File: config.mk
export PLATFORM = sky130hd
export DESIGN_NAME = effective_address_unit_flat
export DESIGN_NICKNAME = d
export VERILOG_FILES = /design/src/rtl/effective_address_unit_pkg.sv /design/src/rtl/memory_pins.sv /design/src/rtl/effective_address_unit.sv /design/src/flat_wrapper.sv
export SDC_FILE = /design/constraint.sdc
export NUM_CORES = 1
export LEC_CHECK = 0
export ABC_AREA = 1
export ABC_CLOCK_PERIOD_IN_PS = 1500
export CAP_MARGIN = 15
export CELL_PAD_IN_SITES_DETAIL_PLACEMENT = 1
export CELL_PAD_IN_SITES_GLOBAL_PLACEMENT = 2
export CORE_MARGIN = 2
export CORE_UTILIZATION = 24
export CTS_BUF_LIST = sky130_fd_sc_hd__clkbuf_8
export DETAILED_ROUTE_END_ITERATION = 7
export GPL_TIMING_DRIVEN = 0
export PLACE_DENSITY_LB_ADDON = 0.08
export REMOVE_ABC_BUFFERS = 1
export SLEW_MARGIN = 30
export SYNTH_ARGS = -nofsm -noshare
export SYNTH_HDL_FRONTEND = slang
export SYNTH_SLANG_ARGS = --single-unit
File: constraint.sdc
create_clock -name clk -period 1.5 [get_ports clk]
set_clock_uncertainty 0.15 [all_clocks]
set_input_delay 0.3 -clock clk [delete_from_list [all_inputs] [get_ports clk]]
set_output_delay 0.3 -clock clk [all_outputs]
set_load 0.005 [all_outputs]
File: src/rtl/effective_address_unit_pkg.sv
// effective_address_unit_pkg: CPU word definitions and the EA unit's state
// encoding, auto-index window and instruction field helpers.
package CPU_Definitions;
    typedef logic [11:0] word;
    localparam logic DATA_READ = 1'b0;
endpackage

package ea_defs;
    import CPU_Definitions::*;

    typedef enum logic [2:0] {
        EA_IDLE,
        EA_ISSUE_RD,
        EA_WAIT_RD,
        EA_ISSUE_WR,
        EA_WAIT_WR,
        EA_DONE
    } ea_state_t;

    localparam word AUTOINDEX_LO = 12'o0010;
    localparam word AUTOINDEX_HI = 12'o0017;

    function automatic logic [2:0] get_opcode(input word i);
        return i[11:9];
    endfunction

    function automatic logic get_ibit(input word i);
        return i[8];
    endfunction

    function automatic logic get_zbit(input word i);
        return i[7];
    endfunction

    function automatic logic [6:0] get_offset(input word i);
        return i[6:0];
    endfunction
endpackage

File: src/rtl/memory_pins.sv
// memory_pins: request/response wires between a memory master and the memory controller.
interface memory_pins;
    import CPU_Definitions::*;
    word  address;
    word  write_data;
    word  read_data;
    logic read_enable;
    logic write_enable;
    logic mem_finished;

    modport master (
        output address, write_data, read_enable, write_enable,
        input  read_data, mem_finished
    );
    modport slave (
        input  address, write_data, read_enable, write_enable,
        output read_data, mem_finished
    );
endinterface

File: src/rtl/effective_address_unit.sv
// effective_address_unit: resolves the PDP-8 effective address, walking indirect
// and auto-index pointers through the memory controller when needed.
module effective_address_unit
    import CPU_Definitions::*;
    import ea_defs::*;
(
    input  logic       clk,
    input  logic       reset,
    input  logic       start,
    input  word        instr,
    input  word        pc,
    output word        ea,
    output logic       done,
    output logic       busy,
    output logic       read_type,
    memory_pins.master pins
);
    ea_state_t r_state, w_next;
    word       r_ea, r_addr, r_wdata;
    logic      r_auto, r_fin_q;
    word       w_direct;
    logic      w_nonmri, w_indirect, w_fin, w_accept;

    // Masking pc keeps the page bits and discards the in-page part.
    assign w_direct   = get_zbit(instr) ? ((pc & 12'o7600) | {5'b0, get_offset(instr)})
                                        : {5'b0, get_offset(instr)};
    assign w_nonmri   = get_opcode(instr) >= 3'd6;
    assign w_indirect = !w_nonmri && get_ibit(instr);
    assign w_accept   = (r_state == EA_IDLE) && start;
    assign w_fin      = pins.mem_finished && !r_fin_q;

    always_comb begin
        w_next = r_state;
        case (r_state)
            EA_IDLE:     w_next = start ? (w_indirect ? EA_ISSUE_RD : EA_DONE) : EA_IDLE;
            EA_ISSUE_RD: w_next = EA_WAIT_RD;
            EA_WAIT_RD:  w_next = w_fin ? (r_auto ? EA_ISSUE_WR : EA_DONE) : EA_WAIT_RD;
            EA_ISSUE_WR: w_next = EA_WAIT_WR;
            EA_WAIT_WR:  w_next = w_fin ? EA_DONE : EA_WAIT_WR;
            default:     w_next = EA_IDLE;
        endcase
    end

    always_ff @(posedge clk) begin
        if (reset)
            r_state <= EA_IDLE;
        else
            r_state <= w_next;
    end

    always_ff @(posedge clk) begin
        if (reset) begin
            r_ea    <= '0;
            r_addr  <= '0;
            r_wdata <= '0;
            r_auto  <= 1'b0;
            r_fin_q <= 1'b0;
        end else begin
            r_fin_q <= pins.mem_finished;
            if (w_accept) begin
                r_ea <= w_nonmri ? '0 : w_direct;
                if (w_indirect) begin
                    r_addr <= w_direct;
                    r_auto <= (w_direct >= AUTOINDEX_LO) && (w_direct <= AUTOINDEX_HI);
                end
            end
            if (r_state == EA_WAIT_RD && w_fin) begin
                r_ea    <= r_auto ? pins.read_data + 12'd1 : pins.read_data;
                r_wdata <= pins.read_data + 12'd1;
            end
        end
    end

    assign ea                = r_ea;
    assign done              = r_state == EA_DONE;
    assign busy              = r_state != EA_IDLE;
    assign read_type         = DATA_READ;
    assign pins.address      = r_addr;
    assign pins.write_data   = r_wdata;
    assign pins.read_enable  = r_state == EA_ISSUE_RD;
    assign pins.write_enable = r_state == EA_ISSUE_WR;
endmodule

File: src/flat_wrapper.sv
// flat-port wrapper written by rule: the top's interface ports become plain ports
module effective_address_unit_flat import CPU_Definitions::*; import ea_defs::*;
  (clk, reset, start, instr, pc, ea, done, busy, read_type, pins_address, pins_write_data, pins_read_enable, pins_write_enable, pins_read_data, pins_mem_finished);
  memory_pins pins_i ();
  input  logic clk;
  input  logic reset;
  input  logic start;
  input  word instr;
  input  word pc;
  output word ea;
  output logic done;
  output logic busy;
  output logic read_type;
  output wire logic [$bits(pins_i.address)-1:0] pins_address;
  output wire logic [$bits(pins_i.write_data)-1:0] pins_write_data;
  output wire logic [$bits(pins_i.read_enable)-1:0] pins_read_enable;
  output wire logic [$bits(pins_i.write_enable)-1:0] pins_write_enable;
  input wire logic [$bits(pins_i.read_data)-1:0] pins_read_data;
  input wire logic [$bits(pins_i.mem_finished)-1:0] pins_mem_finished;
  assign pins_address = pins_i.address;
  assign pins_write_data = pins_i.write_data;
  assign pins_read_enable = pins_i.read_enable;
  assign pins_write_enable = pins_i.write_enable;
  assign pins_i.read_data = pins_read_data;
  assign pins_i.mem_finished = pins_mem_finished;
  effective_address_unit u_core (.clk(clk), .reset(reset), .start(start), .instr(instr), .pc(pc), .ea(ea), .done(done), .busy(busy), .read_type(read_type), .pins(pins_i));
endmodule
# == Yosys cells after proc, flatten, opt, wreduce, memory -nomap -nowiden ==
# Cells that the tools add are included.
# op_classes
n_addsub,1
n_lt_le_gt_ge,3
eq_ne,5
mux,11
bitwise_logic,1
n_reduce_logical,11
# op_table
operator,n
$mux 12,5
$pmux 3 s5,1
$add 12x1->12 const B,1
$ge 12x4->1 const B,1
$le 12x4->1 const B,1
$mux 3,4
$or 12x7->12,1
$eq 3x2->1 const B,2
$eq 3x3->1 const B,2
$logic_and 1x1->1,5
$eq 3x1->1 const B,1
$ge 3x3->1 const B,1
$logic_not 3->1,1
$reduce_bool 3->1,1
$logic_not 1->1,2
$reduce_and 2->1,1
$reduce_bool 2->1,1
$mux 1,1
# word_totals
reg_bits,41
in_bits,40

# == Longest topological paths before layout ==
# Gate-level depths: netlist of the first run.
# logic_depth
word_depth,6
depth_mapped,10
mapped_depth_nobuf,9

# == Worst setup path before layout of the first run ==
# Ideal clock, no wire load.
# synth_timing
path_type,input to register
startpoint,input pins_mem_finished
endpoint,"register u_core.r_wdata[5], in the netlist u_core.pins.write_data[5]"
setup_time_ps,116
arrival_ps,1106
path_slack_ps,128
cell_stages,8
n_path_buf,1
cell_sequence,inv_1 -> nor2_4 -> inv_1 -> nor2_2 -> buf_2 -> nand2_1 -> o211ai_1 -> inv_1
# synth_via
elab_chain_len,2
# synth_rtl
element,line,text
start: declaration,flat_wrapper.sv:19,input wire logic [$bits(pins_i.mem_finished)-1:0] pins_mem_finished;
$logic_and 1x1->1,effective_address_unit.sv:30,assign w_fin = pins.mem_finished && !r_fin_q;
$logic_and 1x1->1,effective_address_unit.sv:67,if (r_state == EA_WAIT_RD && w_fin) begin
end signal: assignment,effective_address_unit.sv:69,r_wdata <= pins.read_data + 12'd1;
end: declaration,effective_address_unit.sv:19,"word r_ea, r_addr, r_wdata;"
# No other way between the ends.
# A chain may end at the register's enable or synchronous reset.

# == Worst setup path after layout of the first run ==
# layout_timing
startpoint,register u_core.r_state[1]
endpoint,output pins_read_enable
# layout_via
elab_chain_len,1
# layout_rtl
element,line,text
start: declaration,effective_address_unit.sv:18,"ea_state_t r_state, w_next;"
start signal: assignment,effective_address_unit.sv:48,r_state <= w_next;
$eq 3x1->1,effective_address_unit.sv:80,assign pins.read_enable = r_state == EA_ISSUE_RD;
end: declaration,flat_wrapper.sv:16,output wire logic [$bits(pins_i.read_enable)-1:0] pins_read_enable;
# No other way between the ends.

==> reports/qor.yml, run 1 <==
status: "finished, violations left"
violations: "setup timing"
drive_above_1_share_pct: 35.7
r2r_slack_ps: -40
syn_avg_cell_area_um2: 6.78
syn_area_mm2: 0.00220
fp-row-count: 34
synth-xor-area-share_pct: 0.797
detail_route.vias_per_cell: 4.79
path_cells: "buf_6 -> nor3_4 -> buf_2"
post-route-util_pct: 43.8
min_path_cells: 3
place.port_buffers: 71
dr.pass1.iters: 4
vias: 2568
synth.area.mux_share_pct: 0
met1_usage_pct: 23.8
root_buffer: "clkbuf_8"
max_clock_freq_ghz: 0.627
antenna_found_initial: 0
drc_errors: 0
synth_seq_area_share_pct: 37.4
cts.path.max_buffers: 2
crit_fanout: 6
report.final.hold_viol_count: 0
p_per_area_mw_per_mm2: 863
cts_sinks: 41
r2r-end: "u_core.pins.write_data[6]"
grt_max_degree: 34
setup_ws_ps: -95.9
synth_compound_area_share_pct: 16.7
ir_worst_vdd_uv: 360
synthSimpleGateAreaFrac_pct: 33.2
cap_violations: 0
finalPower_uw: 3330
pin_count: 81
path_clk_slew_ps: 100
finalSetupViolCount: 13
startpoint_type: "flop"
first_iter_violations: 35
hold_path_startpoint: "pins_read_data[4]"
track_usage_pct: 18.0
rsz0062_at_grt: "yes"
hpwl_um: 5420
grt_pass1_wl_um: 14000
hp-class: "in2reg"
rr_worst_depth: 8
wire_per_inst_um: 16.6
slew_violations: 0
synth_top_family_by_area: "simple AND/OR/NAND/NOR gates"
start_util_pct: 25.0
clk-insertion-delay-late_ps: 310
grt_util_met3_pct: 2.81
cts_hold_buffers: 0
critPathCaptureType: "output pin"
tns_ps: -304
synth_adder_area_share_pct: 0.569
min_period_ps: 1600
fillers: 1059
ant_nets: 0
die_area_mm2: 0.00994
slowest_delay_ps: 400
antenna_cells: 0
worstHoldEndpoint: "u_core.pins.write_data[4]"
cts_tree: "yes"
hold_slack_ps: 234
path_class: "reg2out"
reg2reg_from: "u_core.r_state[1]"
overflow: 0
critPathArrivalTime_ps: 1150
grt_use_met2_pct: 30.7
synth.distinct_cells: 29
cts_buffers: 5
ys_seq_elements: 41
die_y_um: 99.7
drt-total-wl_um: 8910
nets: 468
grt_pass1_vias: 2749
busiest_layer: "met2"
synthesis.instances: 324
cp_slowest_cell: "dfxtp_4"
syn_to_final_growth_pct: 75.7
die_w_um: 99.7
period_share_pct: 106
place_ws_ps: -972
yosysWarnings: 0
critPathRequiredTime_ps: 1050
core_area_mm2: 0.00881
gp_congestion: 0.730
htree_levels: 2
p_leak_uw: 0.00178
how the worst max path moves through the flow:
stage	startpoint	endpoint	slack, ps	depth (start not counted)
5_1_grt	u_core.r_state[1]	pins_read_enable	-150	3
2_1_floorplan	pins_mem_finished	u_core.pins.write_data[8]	-90	7
4_1_cts	u_core.r_state[1]	pins_read_enable	-110	3
6_report	u_core.r_state[1]	pins_read_enable	-100	3
3_5_place_dp	pins_mem_finished	u_core.ea[2]	-970	7
3_3_place_gp	reset	u_core.pins.write_data[8]	-1030	5
kinds of logic (layout without fill, tap and decap cells):
group / count (synthesis) / count (layout)
buffers and inverters: 53 / 152
flip-flops: 41 / 41
other: 1 / 1
AND/OR/NAND/NOR: 158 / 163
AO/OA/AOI/OAI: 68 / 68
XOR/XNOR: 2 / 2
adder cells (fa/ha/maj): 1 / 1
power by group:
group / internal, µW / switching, µW / total [µW]
clock network: 499 / 463 / 963
registers: 1210 / 79.8 / 1290
logic: 526 / 554 / 1080
worst max-delay path: cells and delay by family, from the launching register on:
| kind | cells | cell delay, ps |
|---|---|---|
| buf+inv | 2 | 270 |
| flops | 1 | 400 |
| simple gates | 1 | 170 |
final cells by class:
cell class / instances / area (µm²) / share of cell area, %
multi-input cells: 235 / 1480 / 38.4
repair buffers: 108 / 1060 / 27.6
flip-flops and latches: 41 / 872 / 22.6
inverters: 36 / 190 / 4.93
well taps: 108 / 135 / 3.50
clock buffers: 5 / 68.8 / 1.78
clock inverters: 3 / 46.3 / 1.20
placed cells by master, fill, tap and decap left out, types with 4 or more instances in the layout:
master / count
a21oi_1: 20
a21oi_2: 6
buf_12: 5
buf_2: 4
buf_4: 17
buf_6: 14
clkbuf_8: 5
clkdlybuf4s50_1: 20
clkinvlp_4: 4
dfxtp_1: 6
dfxtp_2: 32
dlygate4sd2_1: 41
dlymetal6s2s_1: 4
inv_1: 27
nand2_1: 54
nand2_2: 5
nand2_4: 4
nand2_8: 5
nand3_1: 34
nand3_2: 4
nand3b_1: 5
nor2_1: 26
nor2_2: 5
nor2_4: 13
o211ai_1: 4
o21ai_0: 17
o21ai_1: 4
o21ai_2: 9
registers in the layout, indices dropped and copies added, names as in the netlist:
register / cells
u_core.r_state: 3
u_core.r_fin_q: 1
u_core.r_auto: 1
u_core.pins.address: 12
u_core.ea: 12
u_core.pins.write_data: 12
synth_stat cells:
cell / count / area [µm²]
buf_2: 8 / 40.0
nand3_4: 1 / 17.5
nand2_4: 1 / 11.3
dfxtp_1: 41 / 821
xnor2_1: 2 / 17.5
inv_1: 35 / 131
o21bai_1: 1 / 7.51
buf_6: 4 / 45.0
nor2_1: 36 / 135
nor2_2: 3 / 18.8
clkbuf_1: 3 / 11.3
nor2_4: 3 / 33.8
nand2_1: 62 / 233
nand4_1: 3 / 18.8
nor4_1: 1 / 6.26
a31oi_1: 3 / 18.8
a21o_1: 1 / 7.51
a21oi_2: 2 / 17.5
a21oi_1: 25 / 125
o21ai_0: 32 / 160
nand3_1: 39 / 195
nand2_2: 2 / 12.5
nor3_1: 2 / 10.0
inv_2: 1 / 3.75
ha_1: 1 / 12.5
conb_1: 1 / 3.75
nand3b_1: 5 / 37.5
buf_4: 2 / 15.0
o211ai_1: 4 / 30.0
repair_timing:
action,in CTS,in global routing
pin swaps,14,23
resized for setup,139,81
cloned,4,2
buffers inserted,22,14
hold endpoints to repair,0,0
setup endpoints to repair,80,43
routing by layer:
| layer | up-vias | share of wire (%) |
|---|---|---|
| li1 | 1275 | - |
| met2 | 45 | 49 |
| met5 | - | 0 |
| met3 | 7 | 2.5 |
| met1 | 1241 | 48 |
| met4 | 0 | 0.95 |
metrics by stage:
stage / instances / instance area (µm²)
6_report: 536 / 3860
5_1_grt: 536 / 3860
4_1_cts: 520 / 3460
3_5_place_dp: 486 / 2930
3_3_place_gp: 486 / 2930
2_1_floorplan: 307 / 2090
Note: power is estimated with default switching activity, not from simulation.
==> inputs of run 2 (changes only) <==
--- a/config.mk
+++ b/config.mk
@@ -19,3 +19,2 @@
 export REMOVE_ABC_BUFFERS = 1
-export SLEW_MARGIN = 30
 export SYNTH_ARGS = -nofsm -noshare
==> constraint.sdc (replaced) <==
create_clock -name clk -period 1.5 [get_ports clk]
set_clock_uncertainty 0.15 [all_clocks]
set_input_delay 0.45 -clock clk [delete_from_list [all_inputs] [get_ports clk]]
set_output_delay 0.45 -clock clk [all_outputs]
set_load 0.005 [all_outputs]
==> run 2 against run 1 <==
  * The run still ends with setup timing left
  * Count of clock-buffer cells in the layout did not move
  * Combinational power about the same
  * Worst hold slack gained 1.0 ps
  * Flip-flop and latch count stayed put
  * Die area unchanged
  * Register-to-register slack worse by 100 ps
  * Clock power hardly changed
  * Fmax fell by 6.1%
  * Power increased by 1.0%
  * Non-clock buffer count grew 12
  * Critical endpoint unchanged
  * Highest routed layer unchanged
==> reports/qor.yml, run 2 (same netlist as run 1, synthesis figures left out) <==
die_w_um: 99.7
crit_buf_inv: 2
finalPower_uw: 3370
hp-class: "in2reg"
finalSetupViolCount: 29
cts_buffers: 5
path_clk_slew_ps: 90
path_class: "reg2out"
fp-row-count: 34
dr.pass1.iters: 4
cts_tree: "yes"
min_path_cells: 3
clkPwrFrac_pct: 28.6
track_usage_pct: 19.0
report.final.hold_viol_count: 0
rr_worst_depth: 11
cp_slowest_cell: "dfxtp_4"
die_y_um: 99.7
ir_worst_vdd_uv: 354
nets: 481
cts_sinks: 41
antenna_cells: 0
vias: 2642
die_area_mm2: 0.00994
grt_pass1_wl_um: 14700
p_comb_share_pct: 32.9
path_delay_family: "flip-flops"
seqPwrFrac_pct: 38.5
first_iter_violations: 72
p_leak_uw: 0.00170
wire_per_inst_um: 17.1
critPathArrivalTime_ps: 1100
crit_fanout: 4
overflow: 0
rsz0062_at_grt: "yes"
min_period_ps: 1700
grt_pass1_vias: 2827
status: "finished, violations left"
internal_power_uw: 2250
setup_ws_ps: -200
p_switching_uw: 1120
critPathRequiredTime_ps: 900
detail_route.vias_per_cell: 4.81
critPathCaptureType: "output pin"
place.port_buffers: 71
ant_nets: 0
path_cells: "inv_6 -> nor3_4 -> buf_2"
htree_levels: 2
layout_common_cells: "52 x nand2_1, 37 x dfxtp_2, 27 x inv_1, 27 x nand3_1, 27 x clkdlybuf4s15_1"
gp_congestion: 0.730
slew_violations: 0
final_common_cell: "nand2_1"
cts.path.max_buffers: 2
path_depth: 3
pin_count: 81
syn_to_final_growth_pct: 80.0
tns_ps: -2810
antenna_found_initial: 0
period_share_pct: 113
slowest_delay_ps: 410
core_area_mm2: 0.00881
swShare_pct: 33.2
p_per_area_mw_per_mm2: 852
startpoint_type: "flop"
cts_hold_buffers: 0
violations: "setup timing"
root_buffer: "clkbuf_8"
drc_errors: 0
cap_violations: 0
hpwl_um: 5420
grt_max_degree: 17
max_clock_freq_ghz: 0.588
drt-total-wl_um: 9390
clk-insertion-delay-late_ps: 310
drive_above_1_share_pct: 46.3
start_util_pct: 25.0
[run 2: cell types whose count changed in the layout (fill, tap and decap cells not counted), sizes merged, moves of 4 or more]
| cell | previous run | this run |
|---|---|---|
| dlygate4sd2 | 41 | 12 |
| clkdlybuf4s15 | 2 | 29 |
| clkdlybuf4s50 | 20 | 13 |
| dlymetal6s2s | 4 | 0 |
| buf | 41 | 55 |
| clkbuf | 5 | 16 |
[run 2: worst paths after layout]
path	startpoint	end	slack, ps
worst max-delay path	u_core.r_state[0]	pins_read_enable	-200
worst min-delay path	pins_mem_finished	u_core.r_fin_q	240
worst max register to register	u_core.r_state[2]	u_core.ea[0]	-140
worst min register to register	u_core.pins.write_data[1]	u_core.pins.write_data[1]	340
[run 2: through the flow]
step / cells / utilization [%] / area (µm²) / worst slack, ps / hold WS, ps
floorplan: 307 / - / 2090 / -236 / 301
global placement: 486 / 33.3 / 2930 / -1180 / 316
detailed placement: 486 / 33.3 / 2930 / -1210 / 325
CTS: 537 / 41.3 / 3640 / -211 / 291
global route: 549 / 44.9 / 3950 / -252 / 227
finish: 549 / 44.9 / 3950 / -200 / 235
[run 2: tightest hold or removal path, cell delays in order]
cell      delay (ps)
clkbuf_2          90
inv_2             70
nor2_1            50
[run 2: routing by layer]
| metal | vias up | share of wire (%) | global-route usage [%] |
|---|---|---|---|
| met2 | 54 | 49 | 32.6 |
| met5 | - | 0 | 0 |
| met4 | 0 | 1.2 | 4.11 |
| met3 | 9 | 3.0 | 2.74 |
| met1 | 1283 | 46 | 25.3 |
| li1 | 1296 | - | - |
[run 2: area by class of cell]
class	instances	area, µm²
inverters	36	156
repair buffers	120	1120
flip-flops and latches	41	878
repair inverters	1	7.51
multi-input cells	235	1540
well taps	108	135
clock inverters	3	46.3
clock buffers	5	68.8
fillers	1052	4850
[run 2: what timing repair did]
action	CTS	global route
pin swaps	19	19
setup buffers	38	10
gates cloned	5	2
gates resized for setup	204	108
setup endpoints to repair	80	61
[run 2: power groups by stage]
stage / logic (µW) / clock network [µW] / registers, µW
5_1_grt: 1210 / 1050 / 1310
3_3_place_gp: 739 / 0 / 1290
4_1_cts: 951 / 998 / 1280
2_1_floorplan: 323 / 0 / 1280
6_report: 1110 / 965 / 1300
3_5_place_dp: 750 / 0 / 1290
